### config.mk
export PLATFORM = sky130hd
export DESIGN_NAME = uart_byte_tx
export DESIGN_NICKNAME = d
export VERILOG_FILES = /design/src/rtl/uart_byte_tx.sv
export SDC_FILE = /design/constraint.sdc
export NUM_CORES = 1
export LEC_CHECK = 0
export ABC_AREA = 1
export CORE_MARGIN = 3
export CORE_UTILIZATION = 59
export CTS_BUF_LIST = sky130_fd_sc_hd__clkbuf_16
export CTS_CLUSTER_DIAMETER = 80
export DETAILED_ROUTE_END_ITERATION = 10
export PLACE_DENSITY_LB_ADDON = 0.05
export SETUP_SLACK_MARGIN = 0.02
export SYNTH_ARGS = -nofsm -noshare
export SYNTH_HDL_FRONTEND = slang
export SYNTH_SLANG_ARGS = --single-unit
export TNS_END_PERCENT = 100
### constraint.sdc
create_clock -name clk -period 2.59 [get_ports clk]
set_input_delay 0.518 -clock clk [delete_from_list [all_inputs] [get_ports clk]]
set_output_delay 0.518 -clock clk [all_outputs]
set_load 0.005 [all_outputs]
### src/rtl/uart_byte_tx.sv
// uart_byte_tx: single-byte 8N1 UART serializer, LSB first.
// A frame starts only on a 0->1 transition of tx_start seen while idle, so a
// requester that keeps start high across the end of a frame never retriggers.
module uart_byte_tx #(
  parameter int unsigned CLK_FREQ     = 100_000_000,
  parameter int unsigned BAUD         = 115200,
  parameter int unsigned CLKS_PER_BIT = CLK_FREQ / BAUD
) (
  input  logic       clk,
  input  logic       rst_n,
  input  logic       tx_start,
  input  logic [7:0] tx_data,
  output logic       tx_busy,
  output logic       tx_done,
  output logic       txd
);

  // A bit period shorter than two cycles cannot be represented by the counter.
  if (CLKS_PER_BIT < 2) begin : g_bad_clks_per_bit
    $error("uart_byte_tx: CLKS_PER_BIT must be >= 2");
  end

  localparam int unsigned CNT_W = (CLKS_PER_BIT > 2) ? $clog2(CLKS_PER_BIT) : 1;
  localparam logic [CNT_W-1:0] CNT_LAST = CNT_W'(CLKS_PER_BIT - 1);

  typedef enum logic [1:0] {
    S_IDLE,
    S_START,
    S_DATA,
    S_STOP
  } state_t;

  state_t           state_q, state_d;
  logic             start_q;
  logic [CNT_W-1:0] cnt_q, cnt_d;
  logic [2:0]       idx_q, idx_d;
  logic [7:0]       shift_q, shift_d;
  logic             txd_q, txd_d;
  logic             busy_q, busy_d;
  logic             done_q, done_d;

  logic accept;
  logic bit_end;

  assign accept  = tx_start && !start_q && (state_q == S_IDLE);
  assign bit_end = (cnt_q == CNT_LAST);

  // Next-state logic: the line value for the next cycle is computed here so
  // that txd, tx_busy and tx_done all come straight from flops.
  always_comb begin
    state_d = state_q;
    cnt_d   = cnt_q;
    idx_d   = idx_q;
    shift_d = shift_q;
    txd_d   = txd_q;
    busy_d  = busy_q;
    done_d  = 1'b0;
    case (state_q)
      S_IDLE: begin
        if (accept) begin
          shift_d = tx_data;
          cnt_d   = '0;
          idx_d   = '0;
          txd_d   = 1'b0;
          busy_d  = 1'b1;
          state_d = S_START;
        end
      end
      S_START: begin
        if (bit_end) begin
          cnt_d   = '0;
          idx_d   = '0;
          txd_d   = shift_q[0];
          state_d = S_DATA;
        end else begin
          cnt_d = cnt_q + CNT_W'(1);
        end
      end
      S_DATA: begin
        if (bit_end) begin
          cnt_d = '0;
          if (idx_q == 3'd7) begin
            txd_d   = 1'b1;
            state_d = S_STOP;
          end else begin
            // Bit 1 of the current shift value is the next bit on the line.
            shift_d = {1'b0, shift_q[7:1]};
            idx_d   = idx_q + 3'd1;
            txd_d   = shift_q[1];
          end
        end else begin
          cnt_d = cnt_q + CNT_W'(1);
        end
      end
      S_STOP: begin
        if (bit_end) begin
          cnt_d   = '0;
          busy_d  = 1'b0;
          done_d  = 1'b1;
          state_d = S_IDLE;
        end else begin
          cnt_d = cnt_q + CNT_W'(1);
        end
      end
      default: begin
        txd_d   = 1'b1;
        busy_d  = 1'b0;
        state_d = S_IDLE;
      end
    endcase
  end

  // State and output registers; reset abandons any frame and idles the line.
  always_ff @(posedge clk or negedge rst_n) begin
    if (!rst_n) begin
      state_q <= S_IDLE;
      start_q <= 1'b0;
      cnt_q   <= '0;
      idx_q   <= '0;
      shift_q <= '0;
      txd_q   <= 1'b1;
      busy_q  <= 1'b0;
      done_q  <= 1'b0;
    end else begin
      state_q <= state_d;
      start_q <= tx_start;
      cnt_q   <= cnt_d;
      idx_q   <= idx_d;
      shift_q <= shift_d;
      txd_q   <= txd_d;
      busy_q  <= busy_d;
      done_q  <= done_d;
    end
  end

  assign txd     = txd_q;
  assign tx_busy = busy_q;
  assign tx_done = done_q;

endmodule

==> flow_summary.json <==
{
  "cp_slowest_cell": "clkdlybuf4s50_1",
  "cp_top_family": "buffers and inverters",
  "synth-async-reset-ratio": 1.00,
  "area_delta_synth_final_pct": 15.5,
  "post-route-util": 0.762,
  "cts_made_buffers": 3,
  "min_to": "txd$_DFFE_PN1P_",
  "setup_viol": 0,
  "hold_violations": 0,
  "final_area_um2": 1800,
  "placed_area_um2": 1710,
  "yosysWarnings": 0,
  "fp.dieW_um": 57.4,
  "dp_slack_ns": 0.439,
  "required_ns": 2.72,
  "cp_num_buf_inv": 2,
  "powerDensity_nw_per_um2": 1030,
  "layout.cells.most_common": "nand2_1",
  "final_cell_mix": "nand2_1, dfrtp_1, nor2_1, inv_1",
  "status": "finished clean",
  "slowest_delay_ns": 0.51,
  "synthesis.area_um2": 1560,
  "ios": 14,
  "fin_setup_tns_ns": 0,
  "drc": 0,
  "worstSetupEndpointType": "flop",
  "synth_nets": 206,
  "grtUsageTotal": 0.216,
  "p_leak_nw": 0.878,
  "dpl.cell_count": 228,
  "relSlewSlack": 0.699,
  "hp-start": "txd$_DFFE_PN1P_",
  "drt-initial-drc-count": 36,
  "fin_ws_ns": 0.682,
  "synthFlopType": "dfrtp_1",
  "dr.pass1.iters": 4,
  "wl_per_cell_um": 13.3,
  "clockBufferDepth": 2,
  "cts_resized": 0,
  "root_buffer": "clkbuf_16",
  "r2r_end": "cnt_q[9]$_DFFE_PN0P_",
  "cts_tree": "built",
  "holdWs_ns": 0.472,
  "p_total_mw": 1.86,
  "place_congestion": 0.904,
  "skew_ns": 0.00109,
  "clk_latency_ns": 0.26,
  "start_util": 0.659,
  "die_h_um": 57.4,
  "rows": 17,
  "stdcell_count": 232,
  "netlist_instances": 187,
  "cap_violations": 0,
  "path_clk_slew_ns": 0.07,
  "synth_seq_area_share": 0.435,
  "irDropWorstVdd_uv": 928,
  "drive_above_1_share": 0.127,
  "crit_fanout": 10,
  "ys_seq_elements": 27,
  "cp_common_cell": "nand2_1",
  "rr_startpoint": "state_q[0]$_DFFE_PN0P_",
  "synth.avg_cell_area_um2": 8.32,
  "r2r_cells": 6,
  "min_path_cells": 2,
  "worst_pin_slew_ns": 0.452,
  "r2r_slack_ns": 0.75,
  "rsz0062_at_grt": "no",
  "viasPerCell": 5.59,
  "overflow": 0,
  "ant_nets": 0,
  "finalNetCount": 224,
  "grt_max_degree": 28,
  "vias": 1298,
  "cp-start-kind": "primary input",
  "hold_class": "flop to flop",
  "critPathArrivalTime_ns": 2.04,
  "nFillCells": 163,
  "critical_path_class": "primary input to flop",
  "layout_min_cycle_time_ns": 1.91,
  "totalWireLength_mm": 3.09,
  "diodes": 0,
  "htreeDepth": 1,
  "path_cells": "clkdlybuf4s50_1 > nand2_1 > nand2_1 > inv_1 > a21oi_1 > nor2_1",
  "clock.fmax_ghz": 0.524,
  "grt_pass1_wl_mm": 5.58,
  "dp_hpwl_mm": 2.32,
  "cts_hold_buf": 0,
  "synth.lib_cells_used.distinct": 27,
  "antenna_found_initial": 0,
  "cts_sinks": 27,
  "fp.coreArea_um2": 2360,
  "port_buffers": 13,
  "post_cts_buffers": 0,
  "grt_pass1_vias": 1255,
  "slew_violations": 0,
  "timing.final.crit_share": 0.737,
  "synth-edff-count": 0,
  "die-area_um2": 3290
}
cell families (layout without fill, tap and decap cells):
family,count (synthesis),after routing,share of synthesized area
multiplexers,6,6,0.0386
AND/OR/NAND/NOR,101,101,0.286
XOR/XNOR,2,2,0.0113
AO/OA/AOI/OAI,22,22,0.102
adder cells (fa/ha/maj),8,8,0.0643
buffers and inverters,21,38,0.0627
flip-flops,27,27,0.435
tightest hold or removal path, stage by stage, from the launching register on:
cell and delay [ns]:
dfstp_2 0.37, nand2_1 0.05, nand2_1 0.05
sequential cells by signal, summed over array words and instances, names as in the netlist:
name     flops
cnt_q       10
idx_q        3
shift_q      8
start_q      1
state_q      2
tx_busy      1
tx_done      1
txd          1
synthesized netlist by cell type (all sizes together) (2+ instances only):
library cell	instances	area, um2
xor2	2	17.5
inv	18	67.6
ha	8	100
nand2	58	228
a21oi	8	43.8
nor3	2	10.0
o21ai	11	85.1
nand3	14	82.6
nand4	3	18.8
dfrtp	26	651
nor2	22	92.6
mux2i	6	60.1
buf	3	30.0
area by class of cell:
cell class	instances	area (um2)	area share
Clock buffer	3	75.1	0.0418
Clock inverter	1	8.76	0.00487
Multi-Input combinational cell	139	782	0.435
Sequential cell	27	677	0.376
Tap cell	28	35.0	0.0195
Inverter	18	67.6	0.0376
Timing Repair Buffer	16	153	0.0849
per-layer routing:
metal  wire length (um)  part of all wire  vias to the layer above  global-route usage
met3                225             0.073                        7              0.0611
met5                  0                 0                        -                   0
met4                 53             0.017                        0              0.0662
met2               1490              0.48                       57               0.361
met1               1330              0.43                      594               0.269
li1                   -                 -                      640                   -
how the worst max path moves through the flow:
stage | start | endpoint | slack [ns] | cells after the start
2_1_floorplan | state_q[0]$_DFFE_PN0P_ | shift_q[6]$_DFFE_PN0P_ | 1.04 | 9
3_3_place_gp | tx_start | cnt_q[6]$_DFFE_PN0P_ | 0.51 | 6
3_5_place_dp | tx_start | cnt_q[9]$_DFFE_PN0P_ | 0.44 | 6
4_1_cts | tx_start | cnt_q[9]$_DFFE_PN0P_ | 0.71 | 6
5_1_grt | tx_start | cnt_q[9]$_DFFE_PN0P_ | 0.54 | 6
6_report | tx_start | cnt_q[9]$_DFFE_PN0P_ | 0.68 | 6
where the power goes:
group	internal (mW)	total, mW	switching [mW]
clock network	0.214	0.368	0.154
logic	0.324	0.862	0.537
registers	0.544	0.628	0.0847
Power figures use the tool's default switching activity.
